`src/rtl/debounce_filter_pkg.sv`:
```
// rtl/debounce_filter_pkg.sv - shared types and helpers for the debounce filter
//
// Purpose : per-channel state encoding and a constant clog2 used to size
//           the qualification counters.
// Contents: chan_state_e (ST_STABLE = 0, ST_QUALIFY = 1), clog2().
package debounce_filter_pkg;

    typedef enum logic {
        ST_STABLE  = 1'b0,
        ST_QUALIFY = 1'b1
    } chan_state_e;

    // Ceiling log2, never less than 1 so that a counter always has one bit.
    function automatic int clog2(input int value);
        int          result;
        longint      power;
        result = 0;
        power  = 1;
        while (power < longint'(value)) begin
            power  = power << 1;
            result = result + 1;
        end
        return (result < 1) ? 1 : result;
    endfunction

endpackage

```
`src/rtl/debounce_filter_channel.sv`:
```
// rtl/debounce_filter_channel.sv - single-line debouncer with edge strobes
//
// Purpose : accepts a new level on i_input only after it has differed from
//           the current level for STABLE_CYCLES consecutive clock edges.
// Ports   : i_clk    clock, posedge
//           i_rst_n  asynchronous active-low reset
//           i_input  synchronized raw line
//           o_level  debounced level (registered)
//           o_rise   one-cycle strobe on accepted 0->1
//           o_fall   one-cycle strobe on accepted 1->0
module debounce_filter_channel
    import debounce_filter_pkg::*;
#(
    parameter int   STABLE_CYCLES = 16,
    parameter logic INIT_VALUE    = 1'b0
) (
    input  logic i_clk,
    input  logic i_rst_n,
    input  logic i_input,
    output logic o_level,
    output logic o_rise,
    output logic o_fall
);

    localparam int             CW        = clog2(STABLE_CYCLES + 1);
    localparam logic [CW-1:0]  LAST      = CW'(STABLE_CYCLES - 1);
    // With a single required sample the first differing edge is also the last.
    localparam bit             IMMEDIATE = (STABLE_CYCLES == 1);

    chan_state_e   state_q, state_d;
    logic [CW-1:0] cnt_q,   cnt_d;
    logic          level_q, level_d;
    logic          rise_q,  rise_d;
    logic          fall_q,  fall_d;

    always_ff @(posedge i_clk or negedge i_rst_n) begin
        if (!i_rst_n) begin
            state_q <= ST_STABLE;
            cnt_q   <= '0;
            level_q <= INIT_VALUE;
            rise_q  <= 1'b0;
            fall_q  <= 1'b0;
        end else begin
            state_q <= state_d;
            cnt_q   <= cnt_d;
            level_q <= level_d;
            rise_q  <= rise_d;
            fall_q  <= fall_d;
        end
    end

    // The counter holds the number of differing samples already seen, so
    // the first differing edge loads 1 and acceptance happens on the edge
    // where the count reaches STABLE_CYCLES-1 (the STABLE_CYCLES-th sample).
    always_comb begin
        state_d = state_q;
        cnt_d   = cnt_q;
        level_d = level_q;
        rise_d  = 1'b0;
        fall_d  = 1'b0;
        unique case (state_q)
            ST_STABLE: begin
                cnt_d = '0;
                if (i_input != level_q) begin
                    if (IMMEDIATE) begin
                        level_d = i_input;
                        rise_d  = i_input;
                        fall_d  = ~i_input;
                    end else begin
                        cnt_d   = CW'(1);
                        state_d = ST_QUALIFY;
                    end
                end
            end
            ST_QUALIFY: begin
                // Returning to the old level wins even on the final edge.
                if (i_input == level_q) begin
                    cnt_d   = '0;
                    state_d = ST_STABLE;
                end else if (cnt_q == LAST) begin
                    cnt_d   = '0;
                    state_d = ST_STABLE;
                    level_d = i_input;
                    rise_d  = i_input;
                    fall_d  = ~i_input;
                end else begin
                    cnt_d = cnt_q + CW'(1);
                end
            end
            default: begin
                cnt_d   = '0;
                state_d = ST_STABLE;
            end
        endcase
    end

    assign o_level = level_q;
    assign o_rise  = rise_q;
    assign o_fall  = fall_q;

endmodule

```
`src/rtl/debounce_filter.sv`:
```
// rtl/debounce_filter.sv - WIDTH independent debouncers with edge strobes
//
// Purpose : debounces already-synchronized lines; each bit is an independent
//           debounce_filter_channel.
// Ports   : i_clk     clock, posedge
//           i_rst_n   asynchronous active-low reset
//           iv_input  synchronized raw lines [WIDTH]
//           ov_level  debounced levels [WIDTH]
//           ov_rise   one-cycle 0->1 strobes [WIDTH]
//           ov_fall   one-cycle 1->0 strobes [WIDTH]
module debounce_filter
    import debounce_filter_pkg::*;
#(
    parameter int               WIDTH         = 1,
    parameter int               STABLE_CYCLES = 16,
    parameter logic [WIDTH-1:0] INIT_VALUE    = '0
) (
    input  logic             i_clk,
    input  logic             i_rst_n,
    input  logic [WIDTH-1:0] iv_input,
    output logic [WIDTH-1:0] ov_level,
    output logic [WIDTH-1:0] ov_rise,
    output logic [WIDTH-1:0] ov_fall
);

    for (genvar b = 0; b < WIDTH; b++) begin : g_chan
        debounce_filter_channel #(
            .STABLE_CYCLES (STABLE_CYCLES),
            .INIT_VALUE    (INIT_VALUE[b])
        ) u_chan (
            .i_clk   (i_clk),
            .i_rst_n (i_rst_n),
            .i_input (iv_input[b]),
            .o_level (ov_level[b]),
            .o_rise  (ov_rise[b]),
            .o_fall  (ov_fall[b])
        );
    end

endmodule
```
`config.mk`:
```
export PLATFORM = sky130hd
export DESIGN_NAME = debounce_filter
export DESIGN_NICKNAME = d
export VERILOG_FILES = /design/src/rtl/debounce_filter_pkg.sv /design/src/rtl/debounce_filter_channel.sv /design/src/rtl/debounce_filter.sv
export SDC_FILE = /design/constraint.sdc
export NUM_CORES = 1
export LEC_CHECK = 0
export ABC_AREA = 1
export CAP_MARGIN = 20
export CORE_AREA = 5 5 42 44
export CTS_BUF_LIST = sky130_fd_sc_hd__clkbuf_8
export DETAILED_ROUTE_END_ITERATION = 8
export DIE_AREA = 0 0 47 49
export HOLD_SLACK_MARGIN = 0.12
export PLACE_DENSITY = 0.5
export RECOVER_POWER = 100
export SYNTH_ARGS = -nofsm -noshare
export SYNTH_HDL_FRONTEND = slang
export SYNTH_HIERARCHICAL = 1
export SYNTH_SLANG_ARGS = --single-unit
```
`constraint.sdc`:
```
create_clock -name i_clk -period 1.7 [get_ports i_clk]
set_clock_uncertainty 0.15 [all_clocks]
set_input_delay 0.425 -clock i_clk [delete_from_list [all_inputs] [get_ports i_clk]]
set_output_delay 0.425 -clock i_clk [all_outputs]
set_load 0.05 [all_outputs]
```
# After elaboration in Yosys (flattened, before gate mapping)
# Index checks and enable logic that the tools add are counted.
[totals] ff_bits=9 in_bits=3 output_inout_bits=3
[op_classes] n_addsub=1 n_eq_ne=3 mux=14 n_bitwise=3 n_reduce_logical=1
[ops] op="1-bit two-way mux" n=10
[ops] op="5-bit two-way mux" n=2
[ops] op="5-bit case mux with 2 select lines" n=1
[ops] op="5-bit by 1-bit adder with 5-bit output, second input constant" n=1
[ops] op="5-bit by 4-bit equality test with 1-bit output, second input constant" n=1
[ops] op="1-bit inverter" n=3
[ops] op="3-bit AND reduction" n=1
[ops] op="1-bit case mux with 2 select lines" n=1
[ops] op="1-bit equality test" n=1
[ops] op="1-bit inequality test" n=1

# Depth between registers and ports, before layout
# Gate-level depths: netlist of the first run.
[depth] ltp_word=4 mapped_depth=6

# Worst setup path after synthesis of the first run
# Ideal clock, no wire load.
[synth_timing] path_kind="register to register" start="reg g_chan[0].u_chan.level_q" end="reg g_chan[0].u_chan.level_q" setup_time_ps=122 arrival_time_ps=1142 slack_ps=285 stages_incl_launch_ff=6 path_buffers=0 period_less_slack_ps=1415 path_cell_list="dfrtp_1 inv_1 nand2_2 nand3_1 o21ai_1 nand2_1"
[synth_between] elab_chain_cells=3
[synth_lines] item="from (decl)" line_no="debounce_filter_channel.sv:32" text="logic level_q, level_d;"
[synth_lines] item="from (signal assigned)" line_no="debounce_filter_channel.sv:46" text="level_q <= level_d;"
[synth_lines] item="1-bit equality test" line_no="debounce_filter_channel.sv:77" text="if (i_input == level_q) begin"
[synth_lines] item="1-bit inverter (no line)"
[synth_lines] item="3-bit AND reduction (no line)"
# Every way passes these cells.
# A chain may end at the register's enable or synchronous reset.

# Worst setup path in the final report of the first run
[layout_timing] start="reg g_chan[0].u_chan.level_q" end="out ov_level"
[layout_rtl] item="to (decl)" line_no="debounce_filter.sv:21" text="output logic [WIDTH-1:0] ov_level,"
# No word-level cell between the ends.

==> summary.md, run 1 <==
| Metric | Value |
|---|---|
| Cells after Synth | 40 |
| Antenna Cells | 0 |
| Synthesized Nets | 44 |
| Area of the die | 2303 um^2 |
| H-tree Lvls | 1 |
| Logic pwr share | 5.1% |
| Max Clk Rate | 678.6 MHz |
| Clk buf depth | 2 |
| CTS tree | done |
| Max-slew violation count | 0 |
| Post-synth EDFFs | 0 |
| Initial antenna violation count | 0 |
| HP Start | g_chan[0].u_chan/o_level |
| Total core area | 1401 um^2 |
| Number of hold violations in the final report | 0 |
| Yosys warnings | 6 |
| RSZ-0062 raised after global routing | false |
| Sequential power share | 46.2% |
| CP Buf/Inv Count | 1 |
| Pin count of the biggest net entering global routing | 10 |
| Finished Layout Cells | 67 |
| Required time worst endpoint | 1.12 ns |
| Share of flip-flops with an asynchronous set or reset | 100.0% |
| Post-synthesis sequential area ratio | 57.51% |
| Final RePlAce weighted congestion | 0.6272 |
| Num CTS Buffers | 3 |
| Final setup fails | 0 |
| P per Cell Area | 964.6 nW/um^2 |
| DRC Markers | 0 |
| Max incr delay on CP | 0.38 ns |
| Drt via density | 4.269 |
| Horiz. Die Dim | 47 um |
| Area of the mapped netlist | 391.6 um^2 |
| Reg clk slew, reported paths | 0.04 ns |
| Critical-path maximum fanout | 4 |
| Layout cell share with drive strength beyond 1 | 19.61% |
| Most numerous cell in the Yosys netlist | dfrtp_1 |
| Area share of the largest cell type after synthesis | 57.51% |
| Area occupied by multi-input gates | 138.9 um^2 |
| R2r setup slk | 0.41 ns |
| First-pass GRT wire length | 1297 um |
| Site row count | 14 |
| Starting Density | 27.95% |
| Hold EP | g_chan[0].u_chan/o_level |
| Critical path's top delay family | flip-flops |
| Leak pwr | 0.2577 nW |
| FF-to-FF End | g_chan[0].u_chan/cnt_q[3] |
| Total GRT Usage | 8.683% |
| CP Data Arrival Time | 0.90 ns |
| Status | finished clean |
| Worst skew pair latency | 0.23 ns |
| Post-DP HPWL | 555.2 um |
| CTS Hold Bufs | 0 |
| Worst Tran Pin Value | 0.4140 ns |
| WHS Path Cells | 2 |
| Routed Antenna Nets | 0 |
| Congestion Overflow GR | 0 |
| Average size of a mapped cell | 9.791 um^2 |
| Synth top cells by count | 9 x dfrtp_1, 6 x inv_1, 5 x nand2_1, 5 x nor2_1 |
| Worst R2R Path Depth | 6 |
| Post-CTS resize count | 0 |
| Clk sinks | 9 |
| # IOs | 6 |
| Area growth, synth to finish | 28.11% |
| Psw | 0.09672 mW |
| Ranking of synthesized cells by area | dfrtp_1 58%, inv_1 5.8%, nand2_1 4.8% |
| Sequential Area | 225.2 um^2 |
| Die Height | 49 um |
| Buffers on Ports | 5 |
| Number of global-route vias before repair | 323 |
| DR WL/cell | 10.78 um |
| Crit start category | flip-flop |
| Post-Place Cells | 63 |
| Slew margin rel. | 72.31% |
| Max Cap Violations | 0 |
| # Post-CTS Setup Buffers | 0 |
| Fill count | 160 |
| Total wire length | 722 um |
| CTS root buffer | clkbuf_8 |
| Drt initial violations | 8 |
| Post-synth top area cell | dfrtp_1 |
| Worst-path cell chain | clkbuf_2 |
| Synthesized flop and latch total | 9 |
| Fin crit share | 86.68% |
| Critical Path Sink Type | output port |
| Worst min-delay path class | reg2reg |
| Sw frac | 19.99% |
| Slowest CP cell | dfrtp_1 |
| Distinct cell type count after synthesis | 15 |
| Pint | 0.3872 mW |
| Critical path type | reg2out |
| Vias post-DR | 286 |
| Final nets | 56 |
| Clock share of power | 48.6% |
| Worst r2r src | g_chan[0].u_chan/cnt_q[0] |
| Ys flop type | dfrtp_1 |
| Fin crit period | 1.474 ns |
| Max IR drop VDD | 0.0003130 V |
| Setup_tns | 0 ns |
| TritonRoute pass-1 iters | 2 |
-- cell usage in the layout (no fill, tap or decap), drive strengths merged --
cell	count
nand2	7
ha	1
nand4	2
inv	7
dlygate4sd3	2
dfrtp	9
clkbuf	8
a21oi	2
xor2	1
nor2	6
xnor2	1
nor3	1
nand3	3
o21ai	1
-- worst max-delay path by stage --
stage	from	endpoint	slack [ns]	cells after the start
3_5_place_dp	iv_input	g_chan[0].u_chan/o_level	0.06	6
6_report	g_chan[0].u_chan/o_level	ov_level	0.23	1
5_1_grt	iv_input	g_chan[0].u_chan/cnt_q[3]	0.13	7
3_3_place_gp	iv_input	g_chan[0].u_chan/o_level	0.07	6
4_1_cts	g_chan[0].u_chan/o_level	ov_level	0.29	1
2_1_floorplan	g_chan[0].u_chan/o_level	g_chan[0].u_chan/o_level	0.29	5
-- layout make-up --
class | count | area share [%]
sequential | 9 | 44.89
multi-input combinational | 25 | 27.68
clock buffer | 3 | 8.229
inverter | 6 | 4.489
timing repair buffer | 7 | 9.975
tap | 16 | 3.990
clock inverter | 1 | 0.7481
-- state kept, by name, indices dropped and copies added (netlist names) --
signal                 count
g_chan.u_chan/o_fall       1
g_chan.u_chan/cnt_q        5
g_chan.u_chan/o_level      1
g_chan.u_chan/o_rise       1
g_chan.u_chan/state_q      1
-- metrics by stage --
| step | util (%) | area [um^2] | setup slack, ns | power (mW) | hold slack (ns) |
|---|---|---|---|---|---|
| after floorplan | - | 391.6 | 0.2853 | 0.2378 | -0.02059 |
| after global placement | 36.16 | 506.7 | 0.07178 | 0.2535 | 0.3771 |
| after detailed placement | 36.16 | 506.7 | 0.06395 | 0.2540 | 0.3840 |
| after CTS | 39.38 | 551.8 | 0.2881 | 0.5008 | 0.3562 |
| after global routing | 35.80 | 501.7 | 0.1254 | 0.5146 | 0.4319 |
| final | 35.80 | 501.7 | 0.2264 | 0.4839 | 0.3962 |
-- power by group through the flow --
stage / combinational (mW) / sequential [mW] / clock, mW
after floorplan: 0.0122 / 0.226 / 0
after global placement: 0.0270 / 0.226 / 0
after detailed placement: 0.0273 / 0.227 / 0
after CTS: 0.0275 / 0.223 / 0.250
after global routing: 0.0298 / 0.224 / 0.260
final: 0.0249 / 0.224 / 0.235
-- kinds of logic after synthesis --
logic type | Yosys count | share of synthesized area [%]
xor gates and xnor gates | 2 | 4.474
and+or+nand+nor | 19 | 25.24
DFF | 9 | 57.51
adders and majority gates | 1 | 3.194
AOI/OAI and AO/OA | 3 | 3.833
buffers and inverters | 6 | 5.750
-- layer usage --
metal / global-route usage, % / wire, um
met1: 9.318 / 342
met2: 10.86 / 330
met3: 6.642 / 49
met4: 6.912 / 0
met5: 0 / 0
Power figures use the tool's default switching activity.
==> inputs of run 2 (changes only) <==
--- a/config.mk
+++ b/config.mk
@@ -6,7 +6,6 @@
 export NUM_CORES = 1
 export LEC_CHECK = 0
 export ABC_AREA = 1
-export CAP_MARGIN = 20
 export CORE_AREA = 5 5 42 44
 export CTS_BUF_LIST = sky130_fd_sc_hd__clkbuf_8
 export DETAILED_ROUTE_END_ITERATION = 8
@@ -14,7 +13,9 @@
 export HOLD_SLACK_MARGIN = 0.12
 export PLACE_DENSITY = 0.5
 export RECOVER_POWER = 100
+export SLEW_MARGIN = 15
 export SYNTH_ARGS = -nofsm -noshare
 export SYNTH_HDL_FRONTEND = slang
 export SYNTH_HIERARCHICAL = 1
 export SYNTH_SLANG_ARGS = --single-unit
+export TNS_END_PERCENT = 20
==> results of run 2 <==
No change in the layout: final DEF, timing and power equal those of run 1.
